$ cat src/rtl/mem_access_master.sv
// Load/store initiator for the byte-addressed little-endian data memory: range-checks one
// request at a time, drives the memory port, extends load data. Optional macro: MISALIGN_SPLIT_EN.
module mem_access_master #(
    parameter int unsigned MEM_SIZE = 1024
) (
    input  logic        clk,
    input  logic        reset_n,
    input  logic        req_valid,
    output logic        req_ready,
    input  logic        req_write,
    input  logic [63:0] req_addr,
    input  logic [3:0]  req_size,
    input  logic        req_signed,
    input  logic [63:0] req_wdata,
    output logic        resp_valid,
    input  logic        resp_ready,
    output logic [63:0] resp_rdata,
    output logic        resp_err,
    output logic [63:0] mem_address,
    output logic        mem_write_enable,
    output logic        mem_read_enable,
    output logic [63:0] mem_write_data,
    output logic [3:0]  mem_xfer_size,
    input  logic [63:0] mem_read_data
);

    typedef enum logic [1:0] {
        IDLE,
        ACCESS,
        RESP
    } state_e;

    state_e      state_q, state_d;
    logic [63:0] addr_q, addr_d;
    logic [63:0] wdata_q, wdata_d;
    logic [63:0] data_q, data_d;
    logic [3:0]  size_q, size_d;
    logic [3:0]  beat_q, beat_d;
    logic        write_q, write_d;
    logic        signed_q, signed_d;
    logic        err_q, err_d;
    logic        split_q, split_d;

    logic        size_ok;
    logic        out_of_range;
    logic        misaligned;
    logic [64:0] end_addr;
    logic        beat_last;
    logic [63:0] assembled;

    function automatic logic [63:0] extend(input logic [63:0] raw, input logic [3:0] size,
                                           input logic sgn);
        case (size)
            4'd1:    extend = {{56{sgn & raw[7]}},  raw[7:0]};
            4'd2:    extend = {{48{sgn & raw[15]}}, raw[15:0]};
            4'd4:    extend = {{32{sgn & raw[31]}}, raw[31:0]};
            default: extend = raw;
        endcase
    endfunction

    // The end address is formed in 65 bits so an address near 2^64 cannot wrap into range.
    always_comb begin
        size_ok      = (req_size == 4'd1) || (req_size == 4'd2) ||
                       (req_size == 4'd4) || (req_size == 4'd8);
        end_addr     = {1'b0, req_addr} + {61'b0, req_size};
        out_of_range = end_addr > 65'(MEM_SIZE);
        misaligned   = (req_addr[3:0] & (req_size - 4'd1)) != 4'd0;
    end

    always_comb begin
        beat_last = split_q ? (beat_q == size_q - 4'd1) : 1'b1;
        assembled = split_q ? (data_q | ({56'b0, mem_read_data[7:0]} << {beat_q, 3'b000}))
                            : mem_read_data;
    end

    // NOTE: every variable gets its hold value first, so no path through the case can infer a latch.
    always_comb begin
        state_d  = state_q;
        addr_d   = addr_q;
        wdata_d  = wdata_q;
        data_d   = data_q;
        size_d   = size_q;
        beat_d   = beat_q;
        write_d  = write_q;
        signed_d = signed_q;
        err_d    = err_q;
        split_d  = split_q;

        case (state_q)
            IDLE: begin
                if (req_valid) begin
                    addr_d   = req_addr;
                    wdata_d  = req_wdata;
                    size_d   = req_size;
                    write_d  = req_write;
                    signed_d = req_signed;
                    data_d   = '0;
                    beat_d   = '0;
                    err_d    = !size_ok || out_of_range;
`ifdef MISALIGN_SPLIT_EN
                    split_d  = size_ok && misaligned;
`else
                    split_d  = 1'b0;
                    err_d    = err_d || misaligned;
`endif
                    state_d  = err_d ? RESP : ACCESS;
                end
            end
            ACCESS: begin
                if (!write_q) begin
                    data_d = beat_last ? extend(assembled, size_q, signed_q) : assembled;
                end
                if (beat_last) begin
                    state_d = RESP;
                end else begin
                    beat_d = beat_q + 4'd1;
                end
            end
            RESP: begin
                if (resp_ready) begin
                    state_d = IDLE;
                end
            end
            default: state_d = IDLE;
        endcase
    end

    // NOTE: state registers use non-blocking assignments so all flops sample the same pre-edge values.
    always_ff @(posedge clk or negedge reset_n) begin
        if (!reset_n) begin
            state_q  <= IDLE;
            addr_q   <= '0;
            wdata_q  <= '0;
            data_q   <= '0;
            size_q   <= 4'd8;
            beat_q   <= '0;
            write_q  <= 1'b0;
            signed_q <= 1'b0;
            err_q    <= 1'b0;
            split_q  <= 1'b0;
        end else begin
            state_q  <= state_d;
            addr_q   <= addr_d;
            wdata_q  <= wdata_d;
            data_q   <= data_d;
            size_q   <= size_d;
            beat_q   <= beat_d;
            write_q  <= write_d;
            signed_q <= signed_d;
            err_q    <= err_d;
            split_q  <= split_d;
        end
    end

    // Memory port is decoded from registered state only; split beats move one byte each.
    always_comb begin
        mem_address      = '0;
        mem_write_enable = 1'b0;
        mem_read_enable  = 1'b0;
        mem_write_data   = '0;
        mem_xfer_size    = 4'd8;
        if (state_q == ACCESS) begin
            mem_write_enable = write_q;
            mem_read_enable  = !write_q;
            if (split_q) begin
                mem_address    = addr_q + {60'b0, beat_q};
                mem_xfer_size  = 4'd1;
                mem_write_data = {56'b0, wdata_q[{beat_q, 3'b000} +: 8]};
            end else begin
                mem_address    = addr_q;
                mem_xfer_size  = size_q;
                mem_write_data = wdata_q;
            end
        end
    end

    always_comb begin
        req_ready  = (state_q == IDLE);
        resp_valid = (state_q == RESP);
        resp_err   = resp_valid && err_q;
        resp_rdata = resp_valid ? data_q : '0;
    end

endmodule

$ cat config.mk
export PLATFORM = sky130hd
export DESIGN_NAME = mem_access_master
export DESIGN_NICKNAME = d
export VERILOG_FILES = /design/src/rtl/mem_access_master.sv
export SDC_FILE = /design/constraint.sdc
export NUM_CORES = 1
export LEC_CHECK = 0
export BUFFER_PORTS_ARGS = -buffer_cell sky130_fd_sc_hd__buf_4
export CAP_MARGIN = 5
export CORE_AREA = 2 2 157 159
export CTS_BUF_LIST = sky130_fd_sc_hd__clkbuf_8
export CTS_CLUSTER_DIAMETER = 100
export CTS_CLUSTER_SIZE = 40
export DETAILED_ROUTE_END_ITERATION = 7
export DIE_AREA = 0 0 159 161
export GPL_ROUTABILITY_DRIVEN = 0
export PLACE_DENSITY = 0.76
export SETUP_SLACK_MARGIN = 0.02
export SLEW_MARGIN = 40
export SYNTH_ARGS = -nofsm -noshare
export SYNTH_HDL_FRONTEND = slang
export SYNTH_SLANG_ARGS = --single-unit
$ cat constraint.sdc
create_clock -name clk -period 3.5 [get_ports clk]
set_input_delay 0.7 -clock clk [delete_from_list [all_inputs] [get_ports clk]]
set_output_delay 0.7 -clock clk [all_outputs]
set_load 0.02 [all_outputs]
==> metrics <==
cts bufs inserted 10; I/O pins 403; Synth cell types 62; Setup Slack @ Placement -154 ps; share of post-route cells with drive strength above 1 around 29%; Post-synth ARST share 100%; Storage cell area around 5000 sq um; drt wl/cell 17.8 um; area occupied by multi-input gates 5750 sq um; Critical Path Source req_addr[0]; Lkg Pwr 7.80 nW; ANT cells 0; Yosys reg bits 201; TritonCTS clock tree done; drt first-iter violations 1270; maximum VDD drop 0.000263 V; number of enable flip-flop cells after synthesis 0; root buffer cell clkbuf_8; Pre-Repair DR Iteration Count 7; status finished, final reports clean; largest net degree at the start of global routing around 130; cts hold-fix bufs 0; Crit Path Category input port to flop; Num Clock Sinks 201; Ys Warns 0; mean post-synth cell area 7.94 sq um; synthesized area roughly 11000 sq um; Worst slew margin 48.7%; Layout Skew 62.8 ps; Slowest cell on crit path or4_1; Syn Inst Count 1400; Initial Utilization 46.4%; Nets 2017; RR Startpoint size_q[0]; MaxCap Viol Count 0; Core Region 24000 sq um; antenna-violating nets left 0; Critical Path AT around 3500 ps; fillers 2140; Syn-to-layout area delta 36.2%; vias per cell roughly 5.3; post-CTS sizing 0; vias in the first global route 11208; Fin. Hold Viols 0; Final setup violation count 0; total wire length 37900 um; crit-path max FO 4; f_max 324 MHz; Setup TNS Final 0 ps; worst path cell trace buf_4, ha_1, fa_1, nand3_1, a211o_1, or4_1, o41a_1, a2111oi_2, nand4b_1, nand4b_4, o31ai_1, a21oi_1; GRT Util Overall between 20% and 30%; most common cell in the netlist nand2_1; Min Clock Period, post-route 3080 ps; Die W 159 um; top_reg_cell synth dfrtp_1; Hold Crit Class input port to async pin; largest cells by area after synthesis dfrtp_1 (45%), nand2_1 (16%), and2_1 (11%); # rows 57; CP endpoint kind flop; Die Span Y 161 um; clk_lat worst skew about 540 ps; vias 11376; crit-path max cell delay 500 ps; worst-margin pin slew 769 ps; Synth top area share 45.0%; Placement Cell Area 14900 sq um; initial antenna violation count 0; Post-synth top cells nand2_1 (465), and2_1 (202), dfrtp_1 (200), o21ai_0 (84), clkbuf_1 (83); global-route wire length before repair around 60000 um; max-slew violations 0; Port Buf Inserts 402; Overflow after GRT 0; Power Dens Cells roughly 350 nW/um^2; hpwl dp around 28000 um; syn nets 1612; setup bufs post-CTS 0; Finished Cell Area 15100 sq um; worst setup margin just over 400 ps; die area 25600 sq um; period utilization 88.1%; RSZ-0062 raised after global routing false; DRC 0; largest area contributor in the netlist dfrtp_1; Worst Path Required 3940 ps; critical path launch point type input port; register area share after synthesis a little under half; Max Buffers Root-to-Sink 3; H-tree lvl count 1; worst hold margin 96.9 ps; Clk pin slew, worst setup/hold paths between 200 and 250 ps
## worst max-delay path, delay by kind of cell
family                   cells  cell delay, ps
AND/OR/NAND/NOR              4             980
AO/OA/AOI/OAI                5            1350
buffers and inverters        1              90
adder cells (fa/ha/maj)      2             420
## cell usage in the layout, fill, tap and decap left out, types with 24 or more instances in the layout
cell type  count
nand2_1      464
nand4_1       24
and2_1       201
nand3_1       25
dfrtp_1      200
a21oi_1       42
buf_4        474
nor2_1        61
o21ai_0       84
## sequential cells by signal (all words and copies together), names as in the netlist
register / flops
addr_q: 64
state_q: 2
size_q: 4
err_q: 1
signed_q: 1
wdata_q: 64
data_q: 64
write_q: 1
## kinds of logic (layout without fill, tap and decap cells)
logic type | after synthesis | after routing | synth area share (%)
mux | 9 | 9 | 0.855
compound gates | 178 | 178 | 9.56
simple gates | 879 | 879 | 38.1
buf+inv | 104 | 513 | 3.53
xor+xnor | 19 | 19 | 1.50
fa+ha+maj | 10 | 10 | 1.19
flops | 201 | 201 | 45.2
## worst paths after layout
| path | cells past startpoint | end | slack, ps |
|---|---|---|---|
| max | 12 | state_q[1] | 420 |
| min | 1 | data_q[51] | 100 |
| max reg2reg | 8 | data_q[39] | 1140 |
| min reg2reg | 2 | wdata_q[36] | 480 |
| max in group asynchronous | 2 | wdata_q[60] | 2390 |
| min in group clk | 3 | wdata_q[14] | 310 |
## power by group
group | leakage, nW | internal (mW) | switching [mW]
clock network | 0.120 | 0.345 | 0.822
registers | 2.59 | 2.68 | 0.182
logic | 5.09 | 0.480 | 0.720
total | 7.80 | 3.51 | 1.72
## per-layer routing
layer | GRT usage [%] | part of all wire [%] | vias up
li1 | - | - | 5408
met1 | 36.2 | 39 | 5307
met2 | 50.3 | 49 | 543
met3 | 4.96 | 7.3 | 118
met4 | 10.0 | 3.9 | 0
met5 | 0 | 0 | -
## metrics by stage
| stage | std cells | power, mW | utilization (%) |
|---|---|---|---|
| after floorplan | 1400 | 3.52 | - |
| after global placement | 2117 | 4.04 | 62.2 |
| after detailed placement | 2117 | 4.11 | 62.2 |
| after CTS | 2133 | 5.28 | 63.2 |
| after global routing | 2133 | 5.55 | 63.2 |
| final | 2133 | 5.23 | 63.2 |
## layout make-up
type / count / area share (%)
clock inverter: 5 / 0.570
multi-input combinational: 1095 / 38.0
clock buffer: 11 / 1.00
inverter: 18 / 0.446
sequential: 201 / 33.2
tap: 324 / 2.68
timing repair buffer: 479 / 24.1
No activity file was read; power rests on OpenSTA's default activity.
